File: src/rtl/gouram_query_pkg.sv
// Shared definitions for the trace query arbiter.
//   query_state_t : arbiter FSM encoding
//   NO_HIT_TIME   : timestamp value meaning "no match" (-1)
//   query_range_t : packed {start,end} time window at the default timestamp width
package gouram_query_pkg;

  typedef enum logic [1:0] {
    IDLE    = 2'd0,
    ISSUE   = 2'd1,
    WAIT    = 2'd2,
    RESPOND = 2'd3
  } query_state_t;

  localparam int QUERY_TIME_W = 32;

  localparam logic signed [QUERY_TIME_W-1:0] NO_HIT_TIME = -1;

  typedef struct packed {
    logic signed [QUERY_TIME_W-1:0] range_start;
    logic signed [QUERY_TIME_W-1:0] range_end;
  } query_range_t;

endpackage

File: src/rtl/rr_grant_picker.sv
// Combinational round-robin picker: returns the first set request bit at or
// after rr_ptr, wrapping modulo NUM_REQ.
//   req       in  NUM_REQ  request vector
//   rr_ptr    in  PTR_W    search start index (always < NUM_REQ)
//   grant_idx out PTR_W    chosen index (0 when nothing is requested)
//   any_req   out 1        at least one request bit set
module rr_grant_picker #(
  parameter int NUM_REQ = 3,
  parameter int PTR_W   = $clog2(NUM_REQ)
) (
  input  logic [NUM_REQ-1:0] req,
  input  logic [PTR_W-1:0]   rr_ptr,
  output logic [PTR_W-1:0]   grant_idx,
  output logic               any_req
);

  logic [PTR_W:0] cand;

  // Walk offsets from the far end down to 0 so the last hit written is the
  // one closest to rr_ptr; avoids a loop break.
  always_comb begin
    grant_idx = '0;
    any_req   = 1'b0;
    cand      = '0;
    for (int i = NUM_REQ - 1; i >= 0; i--) begin
      cand = {1'b0, rr_ptr} + (PTR_W+1)'(i);
      if (cand >= (PTR_W+1)'(NUM_REQ)) begin
        cand = cand - (PTR_W+1)'(NUM_REQ);
      end
      if (req[cand[PTR_W-1:0]]) begin
        grant_idx = cand[PTR_W-1:0];
        any_req   = 1'b1;
      end
    end
  end

endmodule

File: src/rtl/trace_query_arbiter.sv
// Shares one history-buffer query port among NUM_REQ tracker requesters.
// Round-robin arbitration, latches the winner's window, runs the recalc
// handshake with the shared tracker, then strobes the result back to the
// winner only.
//
// Ports:
//   clk, rst               clock, asynchronous active-high reset
//   req_i[NUM_REQ]         level request, held until own rsp_valid_o bit
//   range_start_i/_end_i   packed per-requester windows (slot k = [k*TW +: TW])
//   rsp_valid_o[NUM_REQ]   one-hot single-cycle response strobe
//   rsp_hit_o/_time_o      broadcast result, qualified by rsp_valid_o
//   rsp_timeout_o          broadcast, response produced by the watchdog
//   trk_range_o            {end,start} to the shared tracker
//   trk_recalc_o           single-cycle query strobe to the tracker
//   trk_done_i/_hit_i/_time_i  tracker result
//   busy_o                 high whenever not IDLE
//
// Optional build macro GOURAM_QUERY_TIMEOUT_EN adds a WAIT-state watchdog of
// TIMEOUT_CYCLES cycles; without it WAIT waits forever and rsp_timeout_o = 0.
//
// state   | meaning
// IDLE    | arbitrate; latch winner index and window
// ISSUE   | pulse trk_recalc_o, or skip tracker on start > end
// WAIT    | hold trk_range_o until trk_done_i (or watchdog)
// RESPOND | strobe rsp_valid_o[grant], advance rr_ptr
module trace_query_arbiter
  import gouram_query_pkg::*;
#(
  parameter int NUM_REQ        = 3,
  parameter int TIME_WIDTH     = 32,
  parameter int TIMEOUT_CYCLES = 256
) (
  input  logic                          clk,
  input  logic                          rst,
  input  logic [NUM_REQ-1:0]            req_i,
  input  logic [NUM_REQ*TIME_WIDTH-1:0] range_start_i,
  input  logic [NUM_REQ*TIME_WIDTH-1:0] range_end_i,
  output logic [NUM_REQ-1:0]            rsp_valid_o,
  output logic                          rsp_hit_o,
  output logic [TIME_WIDTH-1:0]         rsp_time_o,
  output logic                          rsp_timeout_o,
  output logic [2*TIME_WIDTH-1:0]       trk_range_o,
  output logic                          trk_recalc_o,
  input  logic                          trk_done_i,
  input  logic                          trk_hit_i,
  input  logic [TIME_WIDTH-1:0]         trk_time_i,
  output logic                          busy_o
);

  localparam int PTR_W = $clog2(NUM_REQ);
  localparam logic signed [TIME_WIDTH-1:0] NO_HIT = TIME_WIDTH'(NO_HIT_TIME);
  localparam logic [PTR_W-1:0] LAST_IDX = PTR_W'(NUM_REQ - 1);

  if (NUM_REQ < 2 || NUM_REQ > 8) begin : g_bad_num_req
    $error("trace_query_arbiter: NUM_REQ must be 2..8");
  end
  if (TIMEOUT_CYCLES < 1) begin : g_bad_timeout
    $error("trace_query_arbiter: TIMEOUT_CYCLES must be >= 1");
  end

  query_state_t state, state_nxt;

  logic [PTR_W-1:0]             rr_ptr, grant_q, pick_idx;
  logic                         pick_any;
  logic signed [TIME_WIDTH-1:0] start_q, end_q, time_q;
  logic                         hit_q;
  logic                         degenerate;
  logic                         wd_expired;

  logic [TIME_WIDTH-1:0] start_arr [NUM_REQ];
  logic [TIME_WIDTH-1:0] end_arr   [NUM_REQ];

  for (genvar k = 0; k < NUM_REQ; k++) begin : g_unpack
    assign start_arr[k] = range_start_i[k*TIME_WIDTH +: TIME_WIDTH];
    assign end_arr[k]   = range_end_i[k*TIME_WIDTH +: TIME_WIDTH];
  end

  rr_grant_picker #(
    .NUM_REQ (NUM_REQ),
    .PTR_W   (PTR_W)
  ) u_picker (
    .req       (req_i),
    .rr_ptr    (rr_ptr),
    .grant_idx (pick_idx),
    .any_req   (pick_any)
  );

  assign degenerate = (start_q > end_q);

`ifdef GOURAM_QUERY_TIMEOUT_EN
  localparam int WD_W = $clog2(TIMEOUT_CYCLES + 1);

  logic [WD_W-1:0] wd_cnt;
  logic            timeout_q;

  // Down-counter loaded on the way into WAIT; terminal count 0 after
  // TIMEOUT_CYCLES cycles spent in WAIT.
  always_ff @(posedge clk or posedge rst) begin
    if (rst) begin
      wd_cnt <= '0;
    end else if (state == ISSUE) begin
      wd_cnt <= WD_W'(TIMEOUT_CYCLES - 1);
    end else if (state == WAIT && wd_cnt != '0) begin
      wd_cnt <= wd_cnt - WD_W'(1);
    end
  end

  assign wd_expired = (state == WAIT) && (wd_cnt == '0);

  always_ff @(posedge clk or posedge rst) begin
    if (rst) begin
      timeout_q <= 1'b0;
    end else if (state == ISSUE) begin
      timeout_q <= 1'b0;
    end else if (state == WAIT && !trk_done_i && wd_expired) begin
      timeout_q <= 1'b1;
    end
  end

  assign rsp_timeout_o = timeout_q;
`else
  assign wd_expired    = 1'b0;
  assign rsp_timeout_o = 1'b0;
`endif

  always_ff @(posedge clk or posedge rst) begin
    if (rst) begin
      state <= IDLE;
    end else begin
      state <= state_nxt;
    end
  end

  always_comb begin
    state_nxt    = state;
    rsp_valid_o  = '0;
    trk_recalc_o = 1'b0;
    busy_o       = (state != IDLE);
    case (state)
      IDLE: begin
        if (pick_any) state_nxt = ISSUE;
      end
      ISSUE: begin
        if (degenerate) begin
          state_nxt = RESPOND;
        end else begin
          trk_recalc_o = 1'b1;
          state_nxt    = WAIT;
        end
      end
      WAIT: begin
        // trk_done_i takes priority over a same-cycle watchdog expiry.
        if (trk_done_i || wd_expired) state_nxt = RESPOND;
      end
      RESPOND: begin
        rsp_valid_o[grant_q] = 1'b1;
        state_nxt            = IDLE;
      end
      default: state_nxt = IDLE;
    endcase
  end

  always_ff @(posedge clk or posedge rst) begin
    if (rst) begin
      rr_ptr  <= '0;
      grant_q <= '0;
      start_q <= '0;
      end_q   <= '0;
      hit_q   <= 1'b0;
      time_q  <= NO_HIT;
    end else begin
      case (state)
        IDLE: begin
          if (pick_any) begin
            grant_q <= pick_idx;
            start_q <= start_arr[pick_idx];
            end_q   <= end_arr[pick_idx];
          end
        end
        ISSUE: begin
          if (degenerate) begin
            hit_q  <= 1'b0;
            time_q <= NO_HIT;
          end
        end
        WAIT: begin
          if (trk_done_i) begin
            hit_q  <= trk_hit_i;
            time_q <= trk_time_i;
          end else if (wd_expired) begin
            hit_q  <= 1'b0;
            time_q <= NO_HIT;
          end
        end
        RESPOND: begin
          rr_ptr <= (grant_q == LAST_IDX) ? '0 : grant_q + PTR_W'(1);
        end
        default: ;
      endcase
    end
  end

  assign rsp_hit_o   = hit_q;
  assign rsp_time_o  = time_q;
  assign trk_range_o = {end_q, start_q};

`ifndef SYNTHESIS
  // A requester dropping req_i mid-query does not cancel it; flag it.
  req_held_a: assert property (@(posedge clk) disable iff (rst)
    (state == ISSUE || state == WAIT) |-> req_i[grant_q]);
`endif

endmodule

File: config.mk
export PLATFORM = sky130hd
export DESIGN_NAME = trace_query_arbiter
export DESIGN_NICKNAME = d
export VERILOG_FILES = /design/src/rtl/gouram_query_pkg.sv /design/src/rtl/rr_grant_picker.sv /design/src/rtl/trace_query_arbiter.sv
export SDC_FILE = /design/constraint.sdc
export NUM_CORES = 1
export LEC_CHECK = 0
export ABC_AREA = 1
export BUFFER_PORTS_ARGS = -buffer_cell sky130_fd_sc_hd__clkbuf_2
export CORE_AREA = 2 2 131 133
export CTS_BUF_LIST = sky130_fd_sc_hd__clkbuf_2
export DETAILED_ROUTE_END_ITERATION = 6
export DIE_AREA = 0 0 133 135
export HOLD_SLACK_MARGIN = 0.03
export PLACE_DENSITY = 0.81
export RECOVER_POWER = 50
export SETUP_SLACK_MARGIN = 0.05
export SLEW_MARGIN = 20
export SYNTH_ARGS = -nofsm -noshare
export SYNTH_HDL_FRONTEND = slang
export SYNTH_SLANG_ARGS = --single-unit
File: constraint.sdc
create_clock -name clk -period 9.1 [get_ports clk]
set_input_delay 0.91 -clock clk [delete_from_list [all_inputs] [get_ports clk]]
set_output_delay 0.91 -clock clk [all_outputs]
set_load 0.005 [all_outputs]
==> results.md <==
* Outcome: complete, but fails checks
* Failing checks: capacitance limit, slew limit
* Setup TNS at 0 ns
* CTS tree: yes
* Number of synthesized register bits at between 100 and 150
* Root buffer cell: clkbuf_2
* FP Rows at 47
* Initial antenna violation count at 1
* Port bufs at 332
* Tot GR Track Use at 25.19%
* CTS hold repair buffers at 0
* Num CTS Buffers at 9
* Layout cell share with drive strength beyond 1 at 32.06%
* Crit share post-route at 54.63%
* Fin crit period at 4.971 ns
* Least-Margin Pin Slew at between 4 and 5 ns
* Initial core utilization at a little over two fifths
* Ys async rst share at 100.0%
* Crit path DAT at 4.80 ns
* Cts repair resizes at 0
* Worst skew pair latency at between 0.6 and 0.7 ns
* Fin area at 0.008701 mm^2
* Main synth FF type: dfrtp_1
* DR vias at about 7.6k
* EDFF count, synth at 0
* Leak Pwr at 0.004835 uW
* Peak Freq at between 0.2 and 0.25 GHz
* Layout fillers at 1,601
* Worst Clk Skew at around 0.045 ns
* Netlist cell types at 29
* Unrepaired setup endpoints after global routing: false
* ANT nets after route at 0
* Remaining global-route overflow at 0
* Global-route wire length before repair at 35.86 mm
* DR vias/cell at 5.127
* YS warnings at 0
* Most frequent cells in the layout: clkbuf_2, nand2_1, a21oi_1
* Die span in y at 135 um
* Final GP Congestion at 0.9556
* Die ar. at approximately 0.018 mm^2
* # H-tree levels at 3
* I/O Pins at roughly 330
* Synth-to-Final Area Change at 23.39%
* CP cell instances: clkbuf_2 -> clkinvlp_2 -> clkbuf_1
* NumNets Final at 1,518
* Slew headroom at -181.7%
* # DRC at 0
* Placed cell areas at a little under 0.009 mm^2
* Final setup viols at 0
* Commonest non-fill, non-tap cell in the layout: clkbuf_2
* Worst Hold Class: reg -> reg
* # Max-Cap Violations at 1
* Clk slew on worst S/H paths at ~0.32 ns
* Routed WL at 22.79 mm
* Pwr/cell area at 402.9 mW/mm^2
* Post-Syn Instances at 958
* Vias in the first global route at 7,228
* Largest fanout on the critical path at 75
* Postcts setup bufs at 0
* DIE WIDTH at 133 um
* Dpl hpwl at roughly 17 mm
* Cell Area, Synth at between 0.007 and 0.008 mm^2
* Initial DRC count at approximately 430
* Core area at 0.01641 mm^2
* Syn Nets at ~1.2k
* Bufs on Longest Clock Path at 2
* Crit path max-delay cell type: clkbuf_1
* Syn_area_per_cell at 7.361 um^2
* Critical Path Sink Type: async pin
* DR WL/cell at approximately 15 um
* Startpoint Class: input port
* Final Power at 3506 uW
* CTS Sinks at about 100
* Crit-path max cell delay at 3.02 ns
* Largest net degree at the start of global routing at 76
* Fin. max-slew vios at 76
* Peak supply drop at around 330 uV
* Final Hold Fails at 0
* Crit Path Class: in -> async
* Post-synthesis sequential area ratio at 37.12%
* DRT Pass-1 Iters at 6
* Crit path required time at between 8 and 9 ns
worst paths after layout:
kind | start | endpoint | slack (ns) | cells after the start
worst max-delay path | rst | start_q[30] | 4.13 | 3
worst min-delay path | rsp_time_o[23] | rsp_time_o[23] | 0.48 | 2
worst max register to register | rr_ptr[0] | end_q[2] | 5.47 | 13
worst min register to register | rsp_time_o[23] | rsp_time_o[23] | 0.48 | 2
max in group clk | start_q[31] | trk_recalc_o | 5.12 | 11
min in group asynchronous | rst | end_q[24] | 0.49 | 2
layer usage:
metal  track usage, %  wire [um]  vias up
li1                 -          -     3676
met2            45.02      11430      324
met5                0          0        -
met1            29.87       9113     3502
met4            11.77        796        0
met3            3.791       1455       60
stage by stage:
stage / hold slack, ns / std cells / worst slack (ns) / util, %
global placement: 0.4492 / 1458 / 5.452 / 52.73
finish: 0.4806 / 1475 / 4.129 / 53.03
floorplan: 0.4512 / 958 / 5.539 / -
global route: 0.4541 / 1475 / 3.229 / 53.03
CTS: 0.1372 / 1474 / 4.687 / 53.28
detailed placement: 0.4521 / 1458 / 5.414 / 52.73
worst max-delay path: cells and delay by family:
| kind | cells | cell delay, ns |
|---|---|---|
| buffers and inverters | 3 | 3.82 |
flip-flops by register name (all words and copies together), names as in the netlist:
signal      cells
start_q        32
end_q          32
state           2
rr_ptr          2
rsp_time_o     32
rsp_hit_o       1
grant_q         2
cells in the mapped netlist, types with 13 or more instances:
library cell  count  area [um^2]
nand2_1         181        679.4
a21oi_1         144        720.7
inv_1           116        435.4
nand3_1         100        500.5
nor2_1           82        307.8
dfrtp_1          71         1777
nand3b_1         60        450.4
ha_1             38        475.5
dfstp_2          32        840.8
or2_2            32        200.2
buf_2            25        125.1
buf_6            18        202.7
o21ai_0          13        65.06
final cells by class:
type                            instances  area (um^2)  area share [%]
Clock buffer                            9        45.04          0.5177
Sequential cell                       103         2618           30.08
Tap cell                              220        275.3           3.164
Timing Repair Buffer                  340         1678           19.28
Inverter                              119        447.9           5.148
Multi-Input combinational cell        676         3591           41.27
Clock inverter                          7        43.79          0.5033
Antenna cell                            1        2.502         0.02876
where the power goes:
group / switching (uW) / internal [uW] / leakage (uW)
logic: 1510 / 842 / 0.00364
registers: 187 / 759 / 0.00113
clock network: 169 / 37.1 / 0.0000638
cells by family after synthesis:
kind of cell / count (synthesis) / share of synthesized area, %
other: 1 / 0.05318
adders and majority gates: 38 / 6.742
DFF: 103 / 37.12
AOI/OAI and AO/OA: 175 / 12.93
buffers and inverters: 179 / 12.21
and+or+nand+nor: 462 / 30.94
Note: power is estimated with default switching activity, not from simulation.
